`src/rtl/meter_pkg.sv`:
```
// Shared types and constants for the voltmeter sequencer.
package meter_pkg;

    // Conversion/averaging controller states.
    typedef enum logic [1:0] {
        IDLE    = 2'd0,
        START   = 2'd1,
        WAIT    = 2'd2,
        PUBLISH = 2'd3
    } state_t;

    // Digit-scan indices, least significant digit first.
    localparam logic [1:0] DIGIT_ONES      = 2'd0;
    localparam logic [1:0] DIGIT_TENS      = 2'd1;
    localparam logic [1:0] DIGIT_HUNDREDS  = 2'd2;
    localparam logic [1:0] DIGIT_THOUSANDS = 2'd3;

    // Largest value a four-digit display can show.
    localparam int DEFAULT_FULL_SCALE = 9999;

endpackage

```
`src/rtl/meter_sequencer_digit_scanner.sv`:
```
// Digit-scan timing: slot counter, digit select, inter-digit blanking and
// a strobe marking the last cycle of the thousands slot (frame boundary).
module digit_scanner
    import meter_pkg::*;
#(
    parameter int DIGIT_CYCLES = 2080,
    parameter int BLANK_CYCLES = 32
) (
    input  logic       clk_i,
    input  logic       reset,
    output logic [1:0] digit_sel,
    output logic       digit_blank,
    output logic       frame_wrap
);

    localparam int SLOT_W = (DIGIT_CYCLES > 1) ? $clog2(DIGIT_CYCLES) : 1;
    localparam logic [SLOT_W-1:0] SLOT_LAST = SLOT_W'(DIGIT_CYCLES - 1);
    localparam logic [SLOT_W-1:0] BLANK_END = SLOT_W'(BLANK_CYCLES);

    logic [SLOT_W-1:0] slot_cnt;
    logic [SLOT_W-1:0] slot_next;
    logic              slot_wrap;

    assign slot_wrap  = (slot_cnt == SLOT_LAST);
    assign slot_next  = slot_wrap ? '0 : slot_cnt + SLOT_W'(1);
    // Next clock edge moves digit_sel from thousands back to ones.
    assign frame_wrap = slot_wrap && (digit_sel == DIGIT_THOUSANDS);

    // Advance the slot counter and digit index; blanking is registered from
    // the next slot count so it lines up with the slot it belongs to.
    always_ff @(posedge clk_i or posedge reset) begin
        if (reset) begin
            slot_cnt    <= '0;
            digit_sel   <= DIGIT_ONES;
            digit_blank <= 1'b0;
        end else begin
            slot_cnt    <= slot_next;
            digit_blank <= (slot_next < BLANK_END);
            if (slot_wrap) begin
                digit_sel <= digit_sel + 2'd1;
            end
        end
    end

endmodule

```
`src/rtl/meter_sequencer.sv`:
```
// Voltmeter controller: periodic ADC batch acquisition with averaging,
// clamping to display full scale, tear-free hand-off to the parser at the
// digit-scan frame boundary, and the digit-scan timing itself.
// Optional: define ADC_TIMEOUT_EN to abort a batch (and raise sticky
// adc_error) when adc_done does not arrive within TIMEOUT_CYCLES in WAIT.
module meter_sequencer
    import meter_pkg::*;
#(
    parameter int SAMPLE_PERIOD  = 208000,
    parameter int AVG_LOG2       = 2,
    parameter int DIGIT_CYCLES   = 2080,
    parameter int BLANK_CYCLES   = 32,
    parameter int TIMEOUT_CYCLES = 4096,
    parameter int FULL_SCALE     = DEFAULT_FULL_SCALE
) (
    input  logic        clk_i,
    input  logic        reset,
    output logic        adc_start,
    input  logic        adc_busy,
    input  logic        adc_done,
    input  logic [15:0] adc_data,
    input  logic        hold_i,
    output logic [15:0] display_data,
    output logic        display_valid,
    output logic        overrange,
    output logic        adc_error,
    output logic [1:0]  digit_sel,
    output logic        digit_blank
);

    localparam int SUM_W = 16 + AVG_LOG2;
    localparam int CNT_W = AVG_LOG2 + 1;
    localparam int PER_W = (SAMPLE_PERIOD > 1) ? $clog2(SAMPLE_PERIOD) : 1;
    localparam logic [PER_W-1:0] PER_LAST       = PER_W'(SAMPLE_PERIOD - 1);
    localparam logic [CNT_W-1:0] SAMPLE_LAST    = CNT_W'((1 << AVG_LOG2) - 1);
    localparam logic [SUM_W-1:0] FULL_SCALE_SUM = SUM_W'(FULL_SCALE);
    localparam logic [15:0]      FULL_SCALE_16  = 16'(FULL_SCALE);

    state_t            state;
    logic              pend_batch;
    logic [PER_W-1:0]  per_cnt;
    logic              per_wrap;
    logic [SUM_W-1:0]  sum;
    logic [CNT_W-1:0]  sample_cnt;
    logic [15:0]       shadow;
    logic              ovr_shadow;
    logic              shadow_new;
    logic              frame_wrap;

`ifdef ADC_TIMEOUT_EN
    localparam int TMO_W = (TIMEOUT_CYCLES > 1) ? $clog2(TIMEOUT_CYCLES) : 1;
    localparam logic [TMO_W-1:0] TMO_LAST = TMO_W'(TIMEOUT_CYCLES - 1);
    logic [TMO_W-1:0]  tmo_cnt;
`endif

    // Truncating average of a full batch.
    function automatic logic [SUM_W-1:0] batch_avg(input logic [SUM_W-1:0] s);
        return s >> AVG_LOG2;
    endfunction

    // Clamp to display full scale; result is {overrange, value}.
    function automatic logic [16:0] saturate(input logic [SUM_W-1:0] avg);
        logic [16:0] res;
        if (avg > FULL_SCALE_SUM) begin
            res = {1'b1, FULL_SCALE_16};
        end else begin
            res = {1'b0, avg[15:0]};
        end
        return res;
    endfunction

    assign per_wrap = (per_cnt == PER_LAST);

    // Free-running batch period timer.
    always_ff @(posedge clk_i or posedge reset) begin
        if (reset) begin
            per_cnt <= '0;
        end else begin
            per_cnt <= per_wrap ? '0 : per_cnt + PER_W'(1);
        end
    end

    // Batch FSM: request conversions, accumulate, then compute the clamped
    // average into the shadow register. A period wrap during a batch only
    // sets pend_batch, so at most one further batch is ever owed.
    always_ff @(posedge clk_i or posedge reset) begin
        if (reset) begin
            state      <= IDLE;
            pend_batch <= 1'b0;
            adc_start  <= 1'b0;
            sum        <= '0;
            sample_cnt <= '0;
            shadow     <= '0;
            ovr_shadow <= 1'b0;
`ifdef ADC_TIMEOUT_EN
            tmo_cnt    <= '0;
            adc_error  <= 1'b0;
`endif
        end else begin
            adc_start <= 1'b0;
            if (per_wrap) begin
                pend_batch <= 1'b1;
            end
            case (state)
                IDLE: begin
                    if (pend_batch) begin
                        state      <= START;
                        // A wrap landing on this very cycle still counts.
                        pend_batch <= per_wrap;
                    end
                end
                START: begin
                    if (!adc_busy) begin
                        adc_start <= 1'b1;
                        state     <= WAIT;
`ifdef ADC_TIMEOUT_EN
                        tmo_cnt   <= '0;
`endif
                    end
                end
                WAIT: begin
                    if (adc_done) begin
                        sum <= sum + SUM_W'(adc_data);
                        if (sample_cnt == SAMPLE_LAST) begin
                            state <= PUBLISH;
                        end else begin
                            sample_cnt <= sample_cnt + CNT_W'(1);
                            state      <= START;
                        end
                    end
`ifdef ADC_TIMEOUT_EN
                    // adc_done takes precedence in the expiry cycle.
                    else if (tmo_cnt == TMO_LAST) begin
                        adc_error  <= 1'b1;
                        sum        <= '0;
                        sample_cnt <= '0;
                        state      <= IDLE;
                    end else begin
                        tmo_cnt <= tmo_cnt + TMO_W'(1);
                    end
`endif
                end
                PUBLISH: begin
                    {ovr_shadow, shadow} <= saturate(batch_avg(sum));
                    sum        <= '0;
                    sample_cnt <= '0;
                    state      <= IDLE;
                end
                default: state <= IDLE;
            endcase
        end
    end

`ifndef ADC_TIMEOUT_EN
    assign adc_error = 1'b0;
`endif

    // Hand a fresh result to the parser only at the frame boundary so the
    // four digits of one scan always come from the same batch; while held,
    // newer batches keep overwriting the shadow and stay pending.
    always_ff @(posedge clk_i or posedge reset) begin
        if (reset) begin
            display_data  <= '0;
            display_valid <= 1'b0;
            overrange     <= 1'b0;
            shadow_new    <= 1'b0;
        end else begin
            if (frame_wrap && shadow_new && !hold_i) begin
                display_data  <= shadow;
                overrange     <= ovr_shadow;
                display_valid <= 1'b1;
                shadow_new    <= 1'b0;
            end
            if (state == PUBLISH) begin
                shadow_new <= 1'b1;
            end
        end
    end

    digit_scanner #(
        .DIGIT_CYCLES (DIGIT_CYCLES),
        .BLANK_CYCLES (BLANK_CYCLES)
    ) u_scan (
        .clk_i       (clk_i),
        .reset       (reset),
        .digit_sel   (digit_sel),
        .digit_blank (digit_blank),
        .frame_wrap  (frame_wrap)
    );

endmodule

```
`config.mk`:
```
export PLATFORM = sky130hd
export DESIGN_NAME = meter_sequencer
export DESIGN_NICKNAME = d
export VERILOG_FILES = /design/src/rtl/meter_pkg.sv /design/src/rtl/meter_sequencer_digit_scanner.sv /design/src/rtl/meter_sequencer.sv
export SDC_FILE = /design/constraint.sdc
export NUM_CORES = 1
export LEC_CHECK = 0
export BUFFER_PORTS_ARGS = -buffer_cell sky130_fd_sc_hd__buf_2
export CAP_MARGIN = 30
export CORE_ASPECT_RATIO = 1.2
export CORE_MARGIN = 10
export CORE_UTILIZATION = 56
export CTS_BUF_LIST = sky130_fd_sc_hd__clkbuf_4 sky130_fd_sc_hd__clkbuf_8
export CTS_CLUSTER_SIZE = 20
export DETAILED_ROUTE_END_ITERATION = 10
export PLACE_DENSITY_LB_ADDON = 0.1
export SYNTH_ARGS = -nofsm -noshare
export SYNTH_HDL_FRONTEND = slang
export SYNTH_SLANG_ARGS = --single-unit
export TNS_END_PERCENT = 50
```
`constraint.sdc`:
```
create_clock -name clk_i -period 2.9 [get_ports clk_i]
set_clock_uncertainty 0.2 [all_clocks]
set_input_delay 0.145 -clock clk_i [delete_from_list [all_inputs] [get_ports clk_i]]
set_output_delay 0.145 -clock clk_i [all_outputs]
set_load 0.02 [all_outputs]
```
==> key figures <==
Run status
  – Outcome: finished clean

Worst hold path
  – Hold path endpoint: sum[1]
  – Worst Hold Class: primary input to flop
  – Worst hold path startpoint: adc_data[1]
  – Worst hold stages: 4

Yosys
  – Synthesized Nets: around 480
  – Leading area contributor after synthesis: dfrtp_1
  – Synth Area in Compound Gates: 14.0%
  – Distinct cells, synth: 52
  – Synth Area in Simple Gates: 16.1%
  – Ys async rst share: 100%
  – Post-synthesis sequential area ratio: between 50% and 60%
  – Prevailing post-synth register cell: dfrtp_1
  – Flops & latches, synth: 94
  – Mux contribution to synthesized area: between 5 and 6%
  – XOR/XNOR Fraction of Synth Area: between 6 and 7%
  – Post-synthesis adder-cell area fraction: about 6%
  – Largest cells by area after synthesis: dfrtp_1 50%, ha_1 5.6%, xnor2_1 3.4%
  – Avg Inst Size Synth: between 10 and 15 sq um
  – Gate Count Post-Synth: between 400 and 500
  – Top cell type's share of synthesized area: 50.0%
  – Count leader, synth: dfrtp_1
  – Synthesized cell area: between 4000 and 5000 sq um
  – Number of synthesized flops with an enable pin: 0
  – Top cells by count, synth: 94 x dfrtp_1, 34 x nand2_1, 30 x nor2_1
  – Largest family of logic cells by synthesized area: simple AND/OR/NAND/NOR gates
  – YS warnings: 0

Worst setup path
  – R2R Path Start: sum[0]
  – Delay-heaviest family, CP: compound AO/OA/AOI/OAI gates
  – FF-to-FF path depth: 9
  – Setup CP Type: primary input to flop
  – Worst path max stage delay: a little over 500 ps
  – Crit path DAT: roughly 2700 ps
  – Worst reg-to-reg setup slack: roughly 320 ps
  – Buf/Inv on CP: 3
  – Worst setup EP type: flop
  – Most frequent CP cell: o21ai_0
  – Setup crit start kind: primary input
  – R2r endpoint: sum[10]
  – Worst EP required: about 2900 ps
  – Crit Path Max Fanout: 3
  – CP cell instances: dlygate4sd3_1, buf_2, ha_1, inv_1, fa_1, nand2b_1, a21oi_1, o21ai_0, a21boi_0, o21ai_0, a32o_1
  – Worst path slowest cell: dlygate4sd3_1

Cells and area
  – Number of diodes: 0
  – Fin area: approximately 5300 sq um
  – Fill cells: ~670
  – Syn-to-layout area delta: 12.6%
  – Nets: between 500 and 600
  – Fraction of layout cells with a size suffix above 1: approximately 18%
  – Fin cells: 598

GRT
  – First-pass GRT wire length: around 17,000 microns
  – Grt peak-use layer: met2
  – Vias in the first global route: ~3,500
  – GR Util met2: about a quarter
  – Largest net degree at the start of global routing: 53
  – Gr usage total: 15.8%
  – GRT met1 Usage: between 20 and 25%
  – Initial antenna violation count: 0
  – Met3 Usage GRT: just under 4%
  – Total grt overflow: 0

STA
  – Worst-Margin Slew: a little over 700 ps
  – Max Fclk: about 380 MHz
  – Setup TNS: 0 ps
  – Final Slew Violations: 0
  – Fin. Hold Viols: 0
  – Final Setup Violations: 0
  – Max_slew headroom: between 50% and 60%
  – Fin crit share: approximately 91%
  – RSZ-0062 raised after global routing: false
  – Final worst path period need: 2620 ps

Place
  – DP HPWL: 6940 microns
  – GPL Wtd Cong: between 0.9 and 1
  – Total placed cells including tap cells: ~580
  – Port Buffer Count: 42
  – Placed instance area: ~5000 sq um

Route
  – Remaining antenna violation count: 0
  – Vias per inst: 5.53
  – First DRT Iteration DRCs: 151
  – DRC: 0
  – Via count: about 3,300
  – Final wirelength: between 9000 and 10,000 microns
  – DR pass1 iterations: 4
  – Wire per inst: roughly 16 microns

Floorplanning
  – Placeable Area: 8150 sq um
  – Rows: 36
  – Initial Utilization: around 58%
  – Die extent in y: about 120 microns
  – Die X: slightly above 100 microns
  – I/O pin cnt: 44
  – Die footprint: about 12,000 sq um

Pwr
  – Max rail drop VDD: around 260 uV
  – Pwr per Cell Area: 447 nW/um^2
  – Leakage power: ~2.6 nW

CTS
  – H-tree Lvls: 3
  – Root Driver: clkbuf_8
  – Post-cts sizing count: 0
  – CTS Sinks: 94
  – Clock slew seen by the registers of the worst setup and hold paths: 80 ps
  – Worst-skew pair later-pin latency: about 350 ps
  – Clock Path Buffers: 2
  – CTS Buf Count: 9
  – CTS tree: built

Run
  – Max-cap violations: 0
flip-flops by register name, summed over array words and instances, names as in the netlist:
register,cells
adc_start,1
sum,18
shadow,16
pend_batch,1
ovr_shadow,1
per_cnt,18
overrange,1
u_scan.digit_blank,1
state,2
display_data,16
u_scan.slot_cnt,12
shadow_new,1
u_scan.digit_sel,2
display_valid,1
sample_cnt,3
layout make-up:
class | count | area [sq um] | share of cell area [%]
Clock buffer | 13 | 160 | 3.03
Clock inverter | 3 | 67.6 | 1.28
Inverter | 8 | 31.3 | 0.591
Multi-Input combinational cell | 314 | 2230 | 42.2
Sequential cell | 94 | 2350 | 44.4
Tap cell | 114 | 143 | 2.69
Timing Repair Buffer | 52 | 308 | 5.81
worst max path at each step:
stage	slack (ps)	to	depth (start not counted)	from
after global placement	470	sum[10]	9	sum[0]
final	280	sum[10]	11	adc_data[0]
after CTS	310	sum[10]	11	adc_data[0]
after global routing	50	sum[10]	11	adc_data[0]
after detailed placement	350	sum[10]	9	sum[0]
after floorplan	110	adc_start	1	reset
kinds of logic (layout without fill, tap and decap cells):
group,after synthesis,after routing
buffers and inverters,24,76
XOR/XNOR,33,33
multiplexers,19,19
flip-flops,94,94
AO/OA/AOI/OAI,97,97
AND/OR/NAND/NOR,142,142
other,1,1
adder cells (fa/ha/maj),22,22
cell usage in the layout (no fill, tap or decap), drive strengths merged, types with 3 or more instances in the layout:
cell and n:
nor2b 5, nand4 4, nor3 3, dlygate4sd3 4
dfrtp 94, nor2 30, nor4 3, o211ai 3
a21oi 17, or3 5, and3 10, and2 7
a21o 7, nand2b 7, inv 7, ha 21
a21boi 3, clkbuf 13, o31ai 4, mux2 18
xnor2 18, o21ai 26, a32o 6, and4 4
o22a 7, nand2 35, a22o 8, buf 48
nand3 21, xor2 15, o21a 4
layer usage:
layer	vias up	routed length (microns)
met3	6	361
met5	-	0
li1	1650	-
met4	0	106
met1	1598	4410
met2	55	4470
through the flow:
stage / hold WS [ps] / total power [mW] / setup slack (ps) / util [%]
4_1_cts: 80.7 / 2.39 / 315 / 64.9
3_5_place_dp: 96.7 / 1.42 / 346 / 61.6
5_1_grt: 123 / 2.47 / 47.8 / 64.9
3_3_place_gp: 81.8 / 1.42 / 470 / 61.6
2_1_floorplan: 26.3 / 1.39 / 106 / -
6_report: 89.1 / 2.36 / 275 / 64.9
power breakdown:
group / switching (mW) / total (mW) / leakage, nW / internal [mW]
clock: 0.427 / 0.966 / 0.114 / 0.539
combinational: 0.0566 / 0.0893 / 1.25 / 0.0327
sequential: 0 / 1.31 / 1.27 / 1.31
total: 0.483 / 2.36 / 2.64 / 1.88
worst register-to-register path: stages, from the launching register on:
cell      delay (ps)
dfrtp_1          350
ha_1             210
inv_1             80
fa_1             380
nand2b_1         190
a21oi_1          240
o21ai_0          220
a21boi_0         240
o21ai_0          100
a32o_1           260
repair_timing:
| item | CTS | global route |
|---|---|---|
| hold buffers | 4 | 0 |
| setup buffers | 0 | 0 |
| hold endpoints to repair | 46 | 0 |
Power figures use the tool's default switching activity.
